### src/rtl/cipher_core_arbiter.sv
// Two-requester round-robin front end for one shared cipher core.
// Owns the core for one block at a time and aborts a stalled core after TIMEOUT cycles.
module cipher_core_arbiter #(
   parameter int unsigned TIMEOUT = 8
) (
   input  logic        clk,
   input  logic        reset,
   input  logic        req0,
   input  logic        req1,
   input  logic [63:0] msg0,
   input  logic [63:0] msg1,
   input  logic [63:0] key0,
   input  logic [63:0] key1,
   input  logic        ack0,
   input  logic        ack1,
   output logic        valid0,
   output logic        valid1,
   output logic [63:0] result,
   output logic        resp_err,
   output logic [1:0]  grant,
   output logic [63:0] core_message,
   output logic [63:0] core_key,
   output logic        core_enable,
   input  logic        core_done,
   input  logic [63:0] core_result,
   output logic        core_ack
);

   typedef enum logic [1:0] {
      S_IDLE,
      S_ISSUE,
      S_WAIT,
      S_DELIVER
   } state_t;

   localparam logic [7:0] LP_TO_LAST = 8'(TIMEOUT - 1);

   state_t      r_state;
   state_t      w_next;
   logic [1:0]  r_grant;
   logic        r_last;
   logic [63:0] r_msg;
   logic [63:0] r_key;
   logic [63:0] r_result;
   logic        r_err;
   logic [7:0]  r_cnt;

   logic w_any;
   logic w_pick1;
   logic w_to;
   logic w_ack_own;

   assign w_any     = req0 | req1;
   // r_last=1 means requester 1 was served last, so requester 0 wins a tie
   assign w_pick1   = req1 & (~req0 | ~r_last);
   assign w_to      = (r_cnt == LP_TO_LAST);
   assign w_ack_own = (r_grant[0] & ack0) | (r_grant[1] & ack1);

   always_comb begin
      w_next = r_state;
      unique case (r_state)
         S_IDLE:    if (w_any) w_next = S_ISSUE;
         S_ISSUE:   w_next = S_WAIT;
         S_WAIT:    if (core_done || w_to) w_next = S_DELIVER;
         S_DELIVER: if (w_ack_own) w_next = S_IDLE;
         default:   w_next = S_IDLE;
      endcase
   end

   always_ff @(posedge clk or posedge reset) begin
      if (reset) begin
         r_state  <= S_IDLE;
         r_grant  <= 2'b00;
         r_last   <= 1'b1;
         r_msg    <= '0;
         r_key    <= '0;
         r_result <= '0;
         r_err    <= 1'b0;
         r_cnt    <= '0;
      end else begin
         r_state <= w_next;
         case (r_state)
            S_IDLE: begin
               if (w_any) begin
                  r_grant <= w_pick1 ? 2'b10 : 2'b01;
                  r_msg   <= w_pick1 ? msg1 : msg0;
                  r_key   <= w_pick1 ? key1 : key0;
               end
            end
            S_ISSUE: r_cnt <= '0;
            S_WAIT: begin
               if (core_done) begin
                  r_result <= core_result;
                  r_err    <= 1'b0;
               end else if (w_to) begin
                  r_result <= '0;
                  r_err    <= 1'b1;
               end else begin
                  r_cnt <= r_cnt + 8'd1;
               end
            end
            S_DELIVER: begin
               if (w_ack_own) begin
                  r_last  <= r_grant[1];
                  r_grant <= 2'b00;
               end
            end
            default: ;
         endcase
      end
   end

   assign grant        = r_grant;
   assign core_message = r_msg;
   assign core_key     = r_key;
   assign result       = r_result;
   assign resp_err     = r_err;
   assign core_enable  = (r_state == S_ISSUE);
   assign core_ack     = (r_state == S_WAIT) & core_done;
   assign valid0       = (r_state == S_DELIVER) & r_grant[0];
   assign valid1       = (r_state == S_DELIVER) & r_grant[1];

endmodule
### config.mk
export PLATFORM = sky130hd
export DESIGN_NAME = cipher_core_arbiter
export DESIGN_NICKNAME = d
export VERILOG_FILES = /design/src/rtl/cipher_core_arbiter.sv
export SDC_FILE = /design/constraint.sdc
export NUM_CORES = 1
export LEC_CHECK = 0
export BUFFER_PORTS_ARGS = -buffer_cell sky130_fd_sc_hd__buf_2
export CAP_MARGIN = 20
export CORE_AREA = 2 2 202 204
export CTS_CLUSTER_DIAMETER = 30
export CTS_CLUSTER_SIZE = 12
export DETAILED_ROUTE_END_ITERATION = 10
export DIE_AREA = 0 0 204 206
export REMOVE_ABC_BUFFERS = 1
export SLEW_MARGIN = 20
export SYNTH_ARGS = -nofsm -noshare
export SYNTH_HDL_FRONTEND = slang
export SYNTH_SLANG_ARGS = --single-unit
### constraint.sdc
create_clock -name clk -period 5.7 [get_ports clk]
set_input_delay 0.57 -clock clk [delete_from_list [all_inputs] [get_ports clk]]
set_output_delay 0.57 -clock clk [all_outputs]
set_load 0.01 [all_outputs]
==> results of run 1 <==
==> metrics by stage <==
stage / instance area, µm² / total power, mW / setup slack [ns] / setup TNS [ns]
floorplan: 8643 / 4.203 / -7.513 / -1070.97
global placement: 12070 / 5.068 / 3.236 / 0
detailed placement: 12070 / 5.123 / 3.140 / 0
CTS: 13930 / 8.280 / 2.535 / 0
global route: 13940 / 8.698 / 2.346 / 0
finish: 13940 / 8.162 / 2.569 / 0
==> layout make-up <==
cell class / count / share of cell area [%]
inverter: 6 / 0.2154
multi-input combinational: 519 / 25.09
clock inverter: 20 / 2.782
tap: 532 / 4.774
antenna: 5 / 0.08974
timing repair buffer: 534 / 19.51
sequential: 206 / 36.98
clock buffer: 71 / 10.55
==> logic make-up after synthesis <==
family | after synthesis | share of synthesized area, %
AOI/OAI and AO/OA | 216 | 15.52
DFF | 206 | 57.92
and+or+nand+nor | 164 | 7.505
muxes | 133 | 15.05
buffers and inverters | 65 | 3.162
adders and majority gates | 6 | 0.8433
==> final timing paths <==
path                               endpoint  slack (ns)  depth (start not counted)
max                                core_ack        2.57                          6
max in group asynchronous  core_message[36]        4.29                          3
max reg2reg                      result[16]        3.41                          6
min                              result[42]        0.13                          2
min in group clk                 result[40]        0.26                          2
min reg2reg                core_message[38]        0.47                          2
==> cell usage in the layout, fill, tap and decap left out, types with 3 or more instances in the layout <==
cell type / n
clkbuf_16: 51
clkinv_2: 3
clkinvlp_4: 3
a22o_1: 66
mux2i_1: 129
diode_2: 5
bufinv_16: 10
dfrtp_1: 205
clkbuf_8: 12
ha_1: 6
and2_1: 4
mux2_2: 3
nand2_1: 140
o21ai_0: 133
a21oi_1: 3
nand3_1: 3
nor2_1: 6
clkbuf_1: 8
a31oi_1: 3
buf_2: 525
inv_1: 4
o21a_1: 3
buf_4: 7
==> power by group <==
part / leakage [nW] / internal, mW / switching [mW]
clock network: 0.900 / 2.23 / 0.857
logic: 3.94 / 1.09 / 1.49
registers: 2.57 / 2.15 / 0.351
total: 7.41 / 5.47 / 2.70
==> registers in the layout (all words and copies together) (netlist names) <==
register,cells
r_last,1
grant,2
r_state,2
core_message,64
core_key,64
r_cnt,8
result,64
resp_err,1
==> per-layer routing <==
| metal | track usage (%) | part of all wire (%) |
|---|---|---|
| met5 | 0 | 0.085 |
| met3 | 6.181 | 11 |
| met2 | 23.41 | 48 |
| met1 | 15.43 | 39 |
| met4 | 5.331 | 2.6 |
==> flow_metrics.py, run 1 <==
metrics = {
    "clock_network": {
        "cts.sinks": 206,
        "cts.repair_timing.setup_buffer_count": 0,
        "h-tree-depth": 2,
        "clk_pin_slew_worst_paths_ns": 0.04,
        "cts_inserted_buffers": 50,
        "clk-insertion-delay-late_ns": 0.55,
        "clock_path_buffers": 3,
        "clk_root_buffer_cell": "clkbuf_16",
        "clock_tree_from_tritoncts": "yes",
        "cts_hold_buf": 0,
        "postCtsResizedCells": 0,
    },
    "sta": {
        "finalClockSkew_ns": 0.01419,
        "layout_worst_path_cycle_share_pct": 54.94,
        "final.hold.worst_slack_ns": 0.1273,
        "worst-slew-pin-transition_ns": 0.9850,
        "worst_slew_margin_rel_pct": 34.33,
        "report.final.hold_viol_count": 0,
        "clock.fmax_mhz": 319.3,
        "final-setup-viol-count": 0,
        "period_minus_ws_final_ns": 3.131,
        "slew_viol_final": 0,
        "unrepaired_setup_endpoints_after_global_routing": "no",
    },
    "worst_setup_path": {
        "cpLargestDelayFamily": "buffers and inverters",
        "setup.worst_path.start_class": "flop",
        "timing.critical_path.from": "r_state[0]",
        "crit_path_max_incr_delay_ns": 0.53,
        "worstReg2RegStart": "r_state[0]",
        "cp_data_required_time_ns": 5.13,
        "timing.critical_path.fanout_max": 64,
        "crit_arrival_ns": 2.56,
        "crit_buf_inv": 4,
        "slowest_stage": "buf_4",
        "timing.critical_path.cells": "inv_1, ha_1, nand2_1, inv_2, buf_4, buf_2",
        "criticalPathCategory": "reg -> out",
        "cp_endpoint_kind": "output port",
    },
    "drt": {
        "dr_total_vias": 8032,
        "antenna_violating_nets_left": 0,
        "drt-total-wl_um": 30680,
        "drt_iter0_drc": 343,
        "wire_per_inst_um": 16.21,
        "drt-vias-per-instance": 4.243,
        "drt-pass1-iter-count": 4,
        "drc": 0,
    },
    "grt": {
        "grt_antenna_before_repair": 8,
        "grt_first_pass_wirelength_um": 44850,
        "grt_util_all_layers_pct": 13.90,
        "via_count_of_the_first_global_routing_pass": 8089,
        "grt.overflow.total": 0,
        "grt_max_degree": 181,
    },
    "layout": {
        "layout-area-overhead-vs-synth_pct": 56.61,
        "final-instance-count-excl-fill": 1893,
        "post_route_cells_drive_above_1_share_pct": 46.53,
        "area.sequential_mm2": 0.005156,
        "finalNetCount": 1650,
        "multi_input_area_mm2": 0.003498,
        "fin_util_pct": 34.70,
        "filler_cell_count": 4049,
    },
    "place": {
        "placed_cells": 1797,
        "gp_routability_congestion": 0.8003,
        "port_buffers": 525,
        "detailed_place_hpwl_um": 22850,
    },
    "synth": {
        "netlist_instances": 790,
        "fraction_of_post_synthesis_cell_area_in_the_top_cell_type_by_area_pct": 57.62,
        "async_reset_ff_share_pct": 100.0,
        "synth_largest_area_cell": "dfrtp_1",
        "netlist_top_cells_count": "205 x dfrtp_1, 140 x nand2_1, 134 x o21ai_0",
        "ys_dominant_reg_cell": "dfrtp_1",
        "ys_seq_elements": 206,
        "syn-cell-area_mm2": 0.008902,
        "synth-seq-area-share_pct": 57.92,
        "synth.yosys.warnings": 0,
        "synthesis.area_per_instance_um2": 11.27,
        "yosys.cell_count.top_type": "dfrtp_1",
        "yosys-top-cells-area": "dfrtp_1 58%, mux2i_1 15%, o21ai_0 7.5%",
        "synth_cell_type_count": 35,
        "synth_enable_flop_cells": 0,
    },
    "floorplanning": {
        "floorplan.rows": 74,
        "die_y_um": 206,
        "initial_utilization_pct": 22.15,
        "floorplan.io_pins": 526,
        "placeableCoreArea_mm2": 0.04018,
        "floorplan_die_area_mm2": 0.04202,
        "floorplan.die.width_um": 204,
    },
    "hold_path": {
        "worstHoldPathType": "in -> async",
    },
    "pwr": {
        "vdd.ir_drop.worst_uv": 306.3,
        "p_per_area_mw_per_mm2": 585.4,
        "total_leakage_power_nw": 7.412,
    },
    "run": {
        "max_cap_violations": 0,
    },
    "run_status": {
        "status": "finished clean",
    },
}
Power figures use the tool's default switching activity.
==> run 2: changes to the inputs <==
==> constraint.sdc (replaced) <==
create_clock -name clk -period 2.6 [get_ports clk]
set_input_delay 0.26 -clock clk [delete_from_list [all_inputs] [get_ports clk]]
set_output_delay 0.26 -clock clk [all_outputs]
set_load 0.01 [all_outputs]
==> run 2 against run 1 <==
Non-clock buffer count is 213 higher; routed wire length is 14% higher; critical path depth stayed put; combinational power is 140% higher; die area stayed put; core utilization is 5.4 points higher; clock skew is 0.0012 ns higher.
==> flow_metrics.py, run 2 (synthesis gave the netlist of run 1 again) <==
metrics = {
    "grt": {
        "grt_first_pass_wirelength_um": 50650,
        "grt_antenna_before_repair": 9,
        "grt_max_degree": 96,
        "grt.overflow.total": 0,
        "grt_util_all_layers_pct": 15.71,
        "via_count_of_the_first_global_routing_pass": 9253,
    },
    "floorplanning": {
        "placeableCoreArea_mm2": 0.04018,
        "floorplan.io_pins": 526,
        "initial_utilization_pct": 22.15,
        "floorplan_die_area_mm2": 0.04202,
        "floorplan.rows": 74,
        "die_y_um": 206,
        "floorplan.die.width_um": 204,
    },
    "hold_path": {
        "worstHoldPathType": "in -> reg",
    },
    "drt": {
        "drt-vias-per-instance": 4.317,
        "drt_iter0_drc": 498,
        "drc": 0,
        "drt-total-wl_um": 35060,
        "dr_total_vias": 9105,
        "antenna_violating_nets_left": 0,
        "drt-pass1-iter-count": 5,
        "wire_per_inst_um": 16.62,
    },
    "clock_network": {
        "clock_path_buffers": 3,
        "cts_inserted_buffers": 51,
        "cts.sinks": 206,
        "clk-insertion-delay-late_ns": 0.55,
        "clk_root_buffer_cell": "clkbuf_16",
        "clk_pin_slew_worst_paths_ns": 0.05,
        "cts.repair_timing.setup_buffer_count": 0,
        "h-tree-depth": 2,
        "clock_tree_from_tritoncts": "yes",
    },
    "layout": {
        "layout_common_cells": "525 x buf_2, 205 x dfrtp_1, 201 x dlygate4sd3_1",
        "postLayoutCellArea_mm2": 0.01610,
        "post_route_cells_drive_above_1_share_pct": 41.57,
        "fin_util_pct": 40.07,
        "most_frequent_standard_cell_in_the_layout_excluding_fill_and_tap_cells": "buf_2",
        "finalNetCount": 1864,
        "layout-area-overhead-vs-synth_pct": 80.88,
        "filler_cell_count": 3804,
    },
    "sta": {
        "clock.fmax_mhz": 414.4,
        "layout_worst_path_cycle_share_pct": 92.81,
        "final_critical_path_setup_slack_ns": 0.1871,
        "report.final.hold_viol_count": 0,
        "period_minus_ws_final_ns": 2.413,
        "unrepaired_setup_endpoints_after_global_routing": "no",
        "slew_viol_final": 0,
        "worst_slew_margin_rel_pct": 47.47,
        "finalClockSkew_ns": 0.01543,
        "final.hold.worst_slack_ns": 0.02472,
        "worst-slew-pin-transition_ns": 0.7850,
        "final-setup-viol-count": 0,
    },
    "place": {
        "detailed_place_hpwl_um": 23960,
        "detailed_place.area_mm2": 0.01224,
        "gp_routability_congestion": 0.8608,
        "port_buffers": 525,
        "dp_slack_ns": 0.4627,
    },
    "worst_setup_path": {
        "setup.worst_path.start_class": "flop",
        "timing.critical_path.fanout_max": 66,
        "cp_data_required_time_ns": 2.34,
        "cp_endpoint_kind": "output port",
        "crit_arrival_ns": 2.15,
        "r2r_setup_slack_ns": 0.31,
        "criticalPathCategory": "reg -> out",
    },
    "pwr": {
        "netSwitchingPower_mw": 6.288,
        "vdd.ir_drop.worst_uv": 659.8,
        "total_leakage_power_nw": 8.325,
        "sequentialPowerShare_pct": 30.2,
        "power_mw": 18.46,
        "cellInternalPower_mw": 12.17,
        "combinational_cell_fraction_of_total_power_pct": 33.4,
        "swShare_pct": 34.07,
        "power.clock.fraction_pct": 36.4,
        "p_per_area_mw_per_mm2": 1146,
    },
    "run_status": {
        "status": "finished clean",
    },
    "run": {
        "max_cap_violations": 0,
    },
}
[run 2: changes by cell type in the layout (fill, tap and decap cells not counted), moves of 2 or more]
cell	before	now
clkinv_2	3	10
clkbuf_1	8	1
clkbuf_8	12	4
buf_12	2	8
clkinvlp_4	3	6
dlygate4sd3_1	0	201
inv_6	0	6
clkbuf_16	51	53
clkinv_8	2	0
clkinv_4	2	4
buf_4	7	13
[run 2: final timing paths]
| kind | startpoint | to | cells after the start |
|---|---|---|---|
| max | r_state[0] | core_ack | 6 |
| min | msg1[33] | core_message[33] | 3 |
| max reg2reg | r_last | core_key[42] | 6 |
| min reg2reg | core_key[54] | core_key[54] | 2 |
| max in group asynchronous | reset | r_last | 4 |
| min in group asynchronous | reset | result[11] | 3 |
[run 2: power groups by stage]
| stage | clock network [mW] | logic [mW] | registers, mW |
|---|---|---|---|
| CTS | 6.85 | 6.19 | 5.54 |
| finish | 6.72 | 6.17 | 5.57 |
| global route | 7.02 | 6.79 | 5.74 |
| global placement | 0 | 5.70 | 5.52 |
| floorplan | 0 | 2.60 | 6.31 |
| detailed placement | 0 | 5.85 | 5.53 |
[run 2: cell type report]
type / instances / area (µm²) / area share (%)
antenna: 6 / 15.01 / 0.09324
clock buffer: 58 / 1385 / 8.601
clock inverter: 35 / 452.9 / 2.813
inverter: 6 / 30.03 / 0.1865
multi-input combinational: 519 / 3501 / 21.74
sequential: 206 / 5156 / 32.02
tap: 532 / 665.6 / 4.134
timing repair buffer: 747 / 4897 / 30.41
[run 2: metrics by stage]
stage,TNS [ns],std cells
floorplan,-2132.23,731
detailed placement,0,1809
CTS,0,2103
global placement,0,1809
finish,0,2109
global route,0,2108
[run 2: metal layers]
layer  global-route usage [%]  part of all wire (%)  up-vias
met5                        0                 0.088        -
met4                    7.764                   3.7        4
met3                    5.992                   9.5       73
met2                    27.10                    49      447
met1                    16.86                    38     4272
li1                         -                     -     4309
[run 2: timing repair]
item,4_1_cts,5_1_grt
endpoints found under the hold margin,211,0
resized for setup,0,1
hold buffers,201,0
setup endpoints to repair,0,1
[run 2: critical path, cell delays in order, from the launching register on]
cell	delay (ns)
dfrtp_1	0.39
inv_1	0.13
ha_2	0.28
nand2_1	0.14
inv_2	0.13
buf_12	0.28
buf_2	0.20
